## src/rtl/reg_bank_sb_pkg.sv

```systemverilog
// reg_bank_sb shared definitions.
// Bank geometry, FSM encoding and slice width.
package reg_bank_sb_pkg;

  localparam int NREGS   = 16;
  localparam int ADDR_W  = 4;
  localparam int SLICE_W = 32;

  typedef enum logic {
    IDLE     = 1'b0,
    CLEARING = 1'b1
  } state_t;

endpackage

```

## src/rtl/reg_bank_sb_busy_scoreboard.sv

```systemverilog
// Per-register pending-write flags.
// Set wins over write/sweep clear; r0 exempt when ZERO_R0.
module busy_scoreboard
  import reg_bank_sb_pkg::*;
#(
  parameter bit ZERO_R0 = 1'b0
) (
  input  logic              clk,
  input  logic              reset,
  input  logic              wr_fire,
  input  logic [ADDR_W-1:0] wr_addr,
  input  logic              rsv_fire,
  input  logic [ADDR_W-1:0] rsv_addr,
  input  logic              sweep,
  input  logic [ADDR_W-1:0] sweep_addr,
  output logic [NREGS-1:0]  busy
);

  logic [NREGS-1:0] nxt;

  // Clears first, then the reservation set so it wins.
  always_comb begin
    nxt = busy;
    if (wr_fire)  nxt[wr_addr]    = 1'b0;
    if (sweep)    nxt[sweep_addr] = 1'b0;
    if (rsv_fire) nxt[rsv_addr]   = 1'b1;
    if (ZERO_R0)  nxt[0]          = 1'b0;
  end

  // Busy vector register.
  always_ff @(posedge clk) begin
    if (reset) busy <= '0;
    else       busy <= nxt;
  end

endmodule

```

## src/rtl/reg_bank_sb.sv

```systemverilog
// 16-entry register bank with busy scoreboard.
// Multi-cycle bulk clear sweeps one register per cycle.
module reg_bank_sb
  import reg_bank_sb_pkg::*;
#(
  parameter int n       = SLICE_W,
  parameter bit ZERO_R0 = 1'b0
) (
  input  logic                 clk,
  input  logic                 reset,
  input  logic                 wr_valid,
  output logic                 wr_ready,
  input  logic [ADDR_W-1:0]    wr_addr,
  input  logic [n-1:0]         wr_data,
  input  logic                 rsv_en,
  input  logic [ADDR_W-1:0]    rsv_addr,
  output logic                 rsv_ok,
  input  logic                 clr_req,
  output logic                 clr_done,
  output logic [NREGS-1:0]     busy,
  output logic [NREGS*n-1:0]   regs_flat
);

  logic [n-1:0]      regs [NREGS];
  state_t            state;
  logic [ADDR_W-1:0] clr_ptr;
  logic              idle;
  logic              wr_fire;
  logic              rsv_fire;
  logic              wr_keep;
  logic              sweep;
  logic              r0_hit;

  assign idle     = (state == IDLE);
  assign wr_ready = idle;
  assign r0_hit   = ZERO_R0 && (rsv_addr == '0);
  assign rsv_ok   = idle && (r0_hit || !busy[rsv_addr]);
  assign wr_fire  = wr_valid && wr_ready;
  assign rsv_fire = rsv_en && rsv_ok;
  assign wr_keep  = wr_fire && !(ZERO_R0 && wr_addr == '0);
  assign sweep    = (state == CLEARING);

  busy_scoreboard #(
    .ZERO_R0 (ZERO_R0)
  ) u_sb (
    .clk        (clk),
    .reset      (reset),
    .wr_fire    (wr_fire),
    .wr_addr    (wr_addr),
    .rsv_fire   (rsv_fire),
    .rsv_addr   (rsv_addr),
    .sweep      (sweep),
    .sweep_addr (clr_ptr),
    .busy       (busy)
  );

  // Data array, clear FSM and done pulse.
  always_ff @(posedge clk) begin
    if (reset) begin
      for (int i = 0; i < NREGS; i++) regs[i] <= '0;
      state    <= IDLE;
      clr_ptr  <= '0;
      clr_done <= 1'b0;
    end else begin
      clr_done <= 1'b0;
      unique case (state)
        IDLE: begin
          if (wr_keep) regs[wr_addr] <= wr_data;
          if (clr_req) begin
            state   <= CLEARING;
            clr_ptr <= '0;
          end
        end
        CLEARING: begin
          regs[clr_ptr] <= '0;
          if (clr_ptr == ADDR_W'(NREGS - 1)) begin
            state    <= IDLE;
            clr_done <= 1'b1;
          end else begin
            clr_ptr <= clr_ptr + 1'b1;
          end
        end
        default: state <= IDLE;
      endcase
    end
  end

  for (genvar g = 0; g < NREGS; g++) begin : g_flat
    assign regs_flat[g*n +: n] = regs[g];
  end

endmodule

```

## config.mk

```make
export PLATFORM = sky130hd
export DESIGN_NAME = reg_bank_sb
export DESIGN_NICKNAME = d
export VERILOG_FILES = /design/src/rtl/reg_bank_sb_pkg.sv /design/src/rtl/reg_bank_sb_busy_scoreboard.sv /design/src/rtl/reg_bank_sb.sv
export SDC_FILE = /design/constraint.sdc
export NUM_CORES = 1
export LEC_CHECK = 0
export CAP_MARGIN = 20
export CELL_PAD_IN_SITES_DETAIL_PLACEMENT = 1
export CELL_PAD_IN_SITES_GLOBAL_PLACEMENT = 1
export CORE_ASPECT_RATIO = 1.2
export CORE_MARGIN = 8
export CORE_UTILIZATION = 44
export DETAILED_ROUTE_END_ITERATION = 16
export DONT_BUFFER_PORTS = 1
export GPL_TIMING_DRIVEN = 0
export MAX_ROUTING_LAYER = met4
export PLACE_DENSITY = 0.77
export SLEW_MARGIN = 0
export SYNTH_ARGS = -nofsm -noshare
export SYNTH_HDL_FRONTEND = slang
export SYNTH_SLANG_ARGS = --single-unit
```

## constraint.sdc

```tcl
create_clock -name clk -period 10.25 [get_ports clk]
set_clock_uncertainty 0.15 [all_clocks]
set_input_delay 1.5375 -clock clk [delete_from_list [all_inputs] [get_ports clk]]
set_output_delay 1.5375 -clock clk [all_outputs]
set_load 0.1 [all_outputs]
```

==> results of run 1 <==
==> cells by family after synthesis <==
logic type / after synthesis / share of synthesized area (%)
flops: 534 / 74.61
fa+ha+maj: 4 / 0.2361
mux: 10 / 0.7202
simple gates: 618 / 17.81
buf+inv: 228 / 4.557
compound gates: 62 / 2.060
==> through the flow <==
step           hold WS, ns  area (µm²)  cells  util [%]
6_report            0.4949       24320   2210     50.90
5_1_grt             0.5141       24320   2210     50.90
4_1_cts             0.4758       24310   2209     50.88
3_5_place_dp        0.4661       22720   2115     47.54
3_3_place_gp        0.4496       21980   2086     46.01
2_1_floorplan       0.3861       21200   1456         -
==> layer usage <==
layer	GRT usage, %	routed length, µm
met2	54.76	46010
met5	-	0
met4	14.54	4774
met1	36.60	32110
met3	8.869	9495
==> worst paths after layout <==
kind                            slack [ns]         from          to  cells after the start
worst max register to register        6.35   clr_ptr[3]  regs[9][0]                      7
worst min register to register        0.49   clr_ptr[1]  clr_ptr[1]                      2
worst max-delay path                  5.57  rsv_addr[0]      rsv_ok                      5
worst min-delay path                  0.49   clr_ptr[1]  clr_ptr[1]                      2
==> power by group <==
| part | internal (mW) | switching [mW] |
|---|---|---|
| Clock | 1.03 | 0.840 |
| Combinational | 0.0766 | 0.362 |
| Sequential | 2.49 | 0.728 |
| Total | 3.59 | 1.93 |
==> worst min-delay path: cells and delay by family, from the launching register on <==
family,cells,cell delay [ns]
flip-flops,1,0.41
AO/OA/AOI/OAI,2,0.19
==> sequential cells by signal (all words and copies together) (netlist names) <==
name / flops
regs: 512
u_sb.busy: 16
clr_ptr: 4
clr_done: 1
state: 1
==> layout by cell type (no fill, tap or decap), types with 3 or more instances in the layout <==
cell,count
nor2_1,4
nor4_1,512
clkinvlp_4,3
clkinv_1,8
mux2i_1,4
nor2b_1,14
a21oi_1,3
buf_16,6
bufinv_16,4
buf_2,85
buf_8,22
ha_1,4
clkbuf_1,142
nor3_1,4
edfxtp_1,512
o31ai_4,16
dfxtp_1,22
nand2b_1,8
buf_1,6
a31oi_1,3
nand3b_1,3
nor3b_1,4
nand2_1,46
o2111ai_1,3
nand3_1,5
o21ai_0,17
mux4_2,4
or2_2,3
clkinv_2,10
inv_1,7
clkbuf_16,51
nand4_1,4
o221ai_1,12
==> cell type report <==
cell class | instances | area (µm²)
clock inverters | 29 | 257.7
multi-input cells | 694 | 4643
flip-flops and latches | 534 | 15820
fillers | 4640 | 23460
plain buffers | 221 | 939.7
well taps | 630 | 788.3
repair buffers | 30 | 514.2
inverters | 7 | 26.28
clock buffers | 65 | 1339
==> results.ini, run 1 <==
[status]
outcome=finished clean

[synthesis]
synth.distinct_cells=43
synth_edf_count=512
synth_warnings=0
yosysTopAreaCell=edfxtp_1
synthCells=1456
synthTopCellsByArea=edfxtp_1, nor4_1, clkbuf_1
synth_fp_nets=1505
synth.avg_cell_area_um2=14.56
synth_top_area_share_pct=72.53
synth.ff_latch_count=534
synth_area_um2=21200
async_reset_ff_share_pct=0
yosysSeqAreaShare_pct=74.61
synth_ff_type=edfxtp_1
synth_commonest_cells=edfxtp_1, nor4_1, clkbuf_1

[critical_path]
max_stage_delay_ns=0.55
critPathMaxFanout=9
worstSetupEndpointType=output pin
slowest_stage=mux4_2
crit_chain=clkbuf_1 -> mux4_2 -> nand2b_1 -> o311ai_2 -> buf_16
crit_type=in -> out
worstPathArrival_ns=3.00
path_delay_family=buffers and inverters
cp-start-kind=primary input
required_ns=8.56
critPathBufInv=2

[timing]
layout_min_cycle_time_ns=4.683
grt_setup_unrepaired=false
tightest_slew_ns=1.176
relSlewSlack_pct=21.60
setup_violations=0
maxSlewViolCount=0
finalHoldViolCount=0
period_share_pct=45.68
setup-tns-final_ns=0
clock.fmax_ghz=0.2136
setup_ws_ns=5.567

[detailed_routing]
route.detailed.drc=0
ant_nets=0
first_pass_iters=5
vias=15600
routed_wl_mm=92.39
wl_per_cell_um=41.81
drt_iter0_markers=1909
vias_per_cell=7.060

[clocking]
cts.sinks=534
cts.repair.resized=0
cts_setup_buffers=0
root_buffer=clkbuf_16
clk_latency_ns=0.59
htree_levels=2
holdBufCountCts=0
clk_pin_slew_ns=0.06
cts_tree=done
cts_max_path_buffers=3
cts_buffers=51

[placed_design]
port_buffers=0
post-place-ws_ns=5.240
place_congestion=0.8709
dp_hpwl_mm=68.31

[die]
core-area_um2=47790
die_h_um=256.4
die-area_um2=55480
io_pins=576
start_util_pct=44.36
die_x_um=216.4
rows=88

[global_route]
grt_overflow_total=0
grt_pass1_vias=15430
grt_max_degree=21
grt_first_pass_wirelength_mm=125.6
grtUsageTotal_pct=32.79
antenna_found_initial=0

[cells_and_area]
nNetsFinal=1588
area_growth_pct=14.75
drive_above_1_share_pct=13.67
diodes=0

[power]
leakage_nw=7.509
powerDensity_nw_per_um2=227.0
finalPower_mw=5.521
peakVddDrop_mv=0.1471

[flow_run]
maxCapViolCount=0

[worst_hold_path]
hp-class=reg -> reg

Note: power is estimated with default switching activity, not from simulation.
==> run 2, diff against run 1 <==
==> constraint.sdc (replaced) <==
create_clock -name clk -period 4.9 [get_ports clk]
set_clock_uncertainty 0.15 [all_clocks]
set_input_delay 0.735 -clock clk [delete_from_list [all_inputs] [get_ports clk]]
set_output_delay 0.735 -clock clk [all_outputs]
set_load 0.1 [all_outputs]
==> results.ini, run 2 (synthesized netlist as in run 1, its figures left out) <==
[power]
leakage_nw=7.561
powerDensity_nw_per_um2=479.4
peakVddDrop_mv=0.3860

[placed_design]
place_congestion=0.8624
dp_hpwl_mm=68.63
port_buffers=0

[global_route]
grt_max_degree=22
grtUsageTotal_pct=33.23
grt_overflow_total=0
antenna_found_initial=1
grt_pass1_vias=15670
grt_first_pass_wirelength_mm=127.7

[die]
core-area_um2=47790
die_h_um=256.4
die-area_um2=55480
rows=88
start_util_pct=44.36
die_x_um=216.4
io_pins=576

[critical_path]
crit_chain=mux4_2 -> mux2_2 -> o311ai_4
cp-start-kind=register
worstSetupEndpointType=output pin
required_ns=4.01
critPathMaxFanout=3
slowest_stage=o311ai_4
max_stage_delay_ns=0.92
critPathBufInv=0
worstPathArrival_ns=3.15
crit_type=reg -> out
path_delay_family=multiplexers

[detailed_routing]
drt_iter0_markers=2250
vias=15690
wl_per_cell_um=42.35
routed_wl_mm=93.68
vias_per_cell=7.093
first_pass_iters=5
ant_nets=0
route.detailed.drc=0

[timing]
maxSlewViolCount=0
tightest_slew_ns=1.194
layout_min_cycle_time_ns=4.031
clock.fmax_ghz=0.2481
timing.hold.ws_ns=0.2020
finalHoldViolCount=0
setup-tns-final_ns=0
grt_setup_unrepaired=false
period_share_pct=82.26
relSlewSlack_pct=20.39
setup_violations=0

[clocking]
htree_levels=2
cts_tree=done
cts_buffers=52
holdBufCountCts=0
root_buffer=clkbuf_16
cts.sinks=534
clk_pin_slew_ns=0.06
cts_max_path_buffers=3
clk_latency_ns=0.59
cts.repair.resized=0
cts_setup_buffers=0

[cells_and_area]
final-seq-area_um2=15820
nFillCells=4655
post-route-util_pct=51.13
nNetsFinal=1588
area_growth_pct=15.26
final_cell_mix=nor4_1, edfxtp_1, clkbuf_1
multi_input_area_um2=4653
regMostFlops=regs
reg_top3=regs: 512 flops, u_sb.busy: 16 flops, clr_ptr: 4 flops
largest_reg_flops=512
drive_above_1_share_pct=13.78
diodes=0

[flow_run]
maxCapViolCount=0

[worst_hold_path]
hp-class=in -> reg

[status]
outcome=finished clean

==> run 2: cell types whose count changed in the layout (fill, tap and decap cells not counted), moves of 2 or more <==
cell / previous run / this run
buf_16: 6 / 9
buf_8: 22 / 20
clkbuf_1: 142 / 140
clkinv_1: 8 / 10
clkinv_2: 10 / 12
clkinv_4: 2 / 0
==> run 2: worst paths after layout <==
| kind | depth (start not counted) | from | to | slack (ns) |
|---|---|---|---|---|
| worst min-delay path | 2 | rsv_en | u_sb.busy[8] | 0.20 |
| worst min register to register | 2 | clr_ptr[0] | clr_ptr[0] | 0.47 |
| worst max register to register | 7 | clr_ptr[3] | regs[9][17] | 1.08 |
| worst max-delay path | 3 | u_sb.busy[7] | rsv_ok | 0.87 |
==> run 2: per-layer routing <==
layer,wire length (µm),track usage (%),part of all wire [%]
met4,5482,15.83,5.9
met2,46080,54.94,49
met5,0,-,0
met1,31850,37.15,34
met3,10260,8.928,11
==> run 2: final cells by class <==
type                    count  area share [%]
plain buffers             221           3.846
clock buffers              64           5.551
clock inverters            33           1.250
inverters                   7          0.1075
multi-input cells         694           19.05
flip-flops and latches    534           64.73
well taps                 630           3.226
repair buffers             29           2.243
==> run 2: report_power, final <==
group          switching, mW  internal [mW]
Sequential              1.53           5.20
Combinational          0.766          0.162
Clock                   1.82           2.24
==> run 2: per-stage QoR <==
stage | total power, mW | cells | area (µm²) | setup WS, ns
5_1_grt | 11.85 | 2212 | 24430 | 0.8199
2_1_floorplan | 7.188 | 1456 | 21200 | 0.2275
3_5_place_dp | 7.722 | 2113 | 22730 | 0.7494
3_3_place_gp | 7.635 | 2086 | 21980 | -2.580
6_report | 11.71 | 2212 | 24430 | 0.8694
4_1_cts | 11.69 | 2210 | 24390 | 0.8357
==> run 3, diff against run 2 <==
==> constraint.sdc (replaced) <==
create_clock -name clk -period 3.8 [get_ports clk]
set_clock_uncertainty 0.15 [all_clocks]
set_input_delay 0.57 -clock clk [delete_from_list [all_inputs] [get_ports clk]]
set_output_delay 0.57 -clock clk [all_outputs]
set_load 0.1 [all_outputs]
==> results.ini, run 3 (synthesized netlist as in run 1, its figures left out) <==
[global_route]
grtUsageTotal_pct=33.19
grt_use_met3_pct=9.788
grtUsageMet1_pct=37.04
top_usage_layer=met2
grt_first_pass_wirelength_mm=126.6
grt_max_degree=22
met2_usage_pct=54.68
antenna_found_initial=3
grt_pass1_vias=15320
grt_overflow_total=0

[critical_path]
crit_type=reg -> reg
max_stage_delay_ns=0.78
worstReg2RegEnd=regs[15][26]
r2r-start=clr_ptr[3]
required_ns=3.95
critPathMaxFanout=21
reg2reg_depth=8
crit_chain=clkbuf_1 -> nand2_1 -> a21o_1 -> clkbuf_1 -> buf_1 -> buf_8 -> o31ai_4 -> buf_8
cp-start-kind=register
worstPathArrival_ns=3.78
ff2ff_setup_slack_ns=0.16
slowest_stage=o31ai_4
worstSetupEndpointType=register

[clocking]
cts_setup_buffers=0
cts_buffers=54
cts.sinks=534
cts_tree=done
root_buffer=clkbuf_16
htree_levels=2
holdBufCountCts=0
clk_latency_ns=0.60
clk_pin_slew_ns=0.06
cts_max_path_buffers=3

[timing]
tightest_slew_ns=1.235
layout_min_cycle_time_ns=3.639
relSlewSlack_pct=17.68
clock.fmax_ghz=0.2748
maxSlewViolCount=0
setup-tns-final_ns=0
setup_violations=0
finalHoldViolCount=0
period_share_pct=95.75

[worst_hold_path]
hp-start=rsv_en
whs_path_depth=2
hp-class=in -> reg
worstHoldEndpoint=u_sb.busy[9]

[die]
core-area_um2=47790
die_h_um=256.4
die_x_um=216.4
start_util_pct=44.36
io_pins=576
rows=88
die-area_um2=55480

[cells_and_area]
final_cell_mix=nor4_1, edfxtp_1, clkbuf_1
final-seq-area_um2=15830
nFillCells=4648
post-route-util_pct=51.26
drive_above_1_share_pct=14.14
regMostFlops=regs
multi_input_area_um2=4653
final_area_um2=24500
reg_top3=regs: 512 flops, u_sb.busy: 16 flops, clr_ptr: 4 flops
largest_reg_flops=512
final_cells=2215
nNetsFinal=1589
area_growth_pct=15.57

[detailed_routing]
route.detailed.drc=0
wl_per_cell_um=42.36
vias=15690
routed_wl_mm=93.82
first_pass_iters=5
ant_nets=0
vias_per_cell=7.084
drt_iter0_markers=2334

[power]
peakVddDrop_mv=0.4235
powerDensity_nw_per_um2=624.3
leakage_nw=7.574

[status]
outcome=finished clean

[placed_design]
dp_hpwl_mm=67.85
placedCellCount=2111
port_buffers=0
placed_area_um2=22670
place_congestion=0.8879

[flow_run]
maxCapViolCount=0

[run 3: what timing repair did]
action | in CTS | in global routing
endpoints found under the hold margin | 0 | 0
endpoints found under the setup margin | 1 | 0
resized for setup | 8 | 0
[run 3: worst max-delay path: cells and delay by family (launching register included)]
family	cells	cell delay (ns)
AO/OA/AOI/OAI	2	1.00
buffers and inverters	5	1.71
flip-flops	1	0.32
AND/OR/NAND/NOR	1	0.11
[run 3: how the worst max path moves through the flow]
| stage | from | to | slack, ns | cells after the start |
|---|---|---|---|---|
| 6_report | clr_ptr[3] | regs[15][26] | 0.16 | 8 |
| 3_5_place_dp | wr_addr[0] | regs[10][1] | -0.13 | 7 |
| 4_1_cts | clr_ptr[3] | regs[15][1] | 0.09 | 8 |
| 5_1_grt | clr_ptr[3] | regs[15][1] | -0.003 | 8 |
| 3_3_place_gp | reset | regs[11][0] | -3.55 | 5 |
| 2_1_floorplan | reset | regs[8][0] | -0.71 | 5 |
[run 3: metal layers]
metal  vias up  wire length (µm)
met1      7939             31450
met5         -                 0
met2      1293             46330
met4         0              4868
met3       267             11170
li1       6191                 -
[run 3: final cells by class]
type	instances	share of cell area, %
clock inverter	33	1.420
inverter	7	0.1073
buffer	221	3.836
clock buffer	67	5.802
multi-input combinational	694	19.00
sequential	534	64.60
tap	630	3.218
timing repair buffer	28	2.007
antenna	1	0.01022
[run 3: power by group]
group / switching (mW) / total, mW / internal (mW)
clock network: 2.36 / 5.44 / 3.08
logic: 0.982 / 1.18 / 0.201
registers: 1.97 / 8.67 / 6.71
[run 3: stage by stage]
stage | hold WS, ns | power, mW | worst slack (ns)
floorplan | 0.3861 | 9.269 | -0.7074
global placement | 0.4369 | 9.829 | -3.547
finish | 0.03591 | 15.29 | 0.1614
global route | 0.04365 | 15.48 | -0.002718
CTS | 0.008963 | 15.28 | 0.09366
detailed placement | 0.4645 | 9.937 | -0.1304
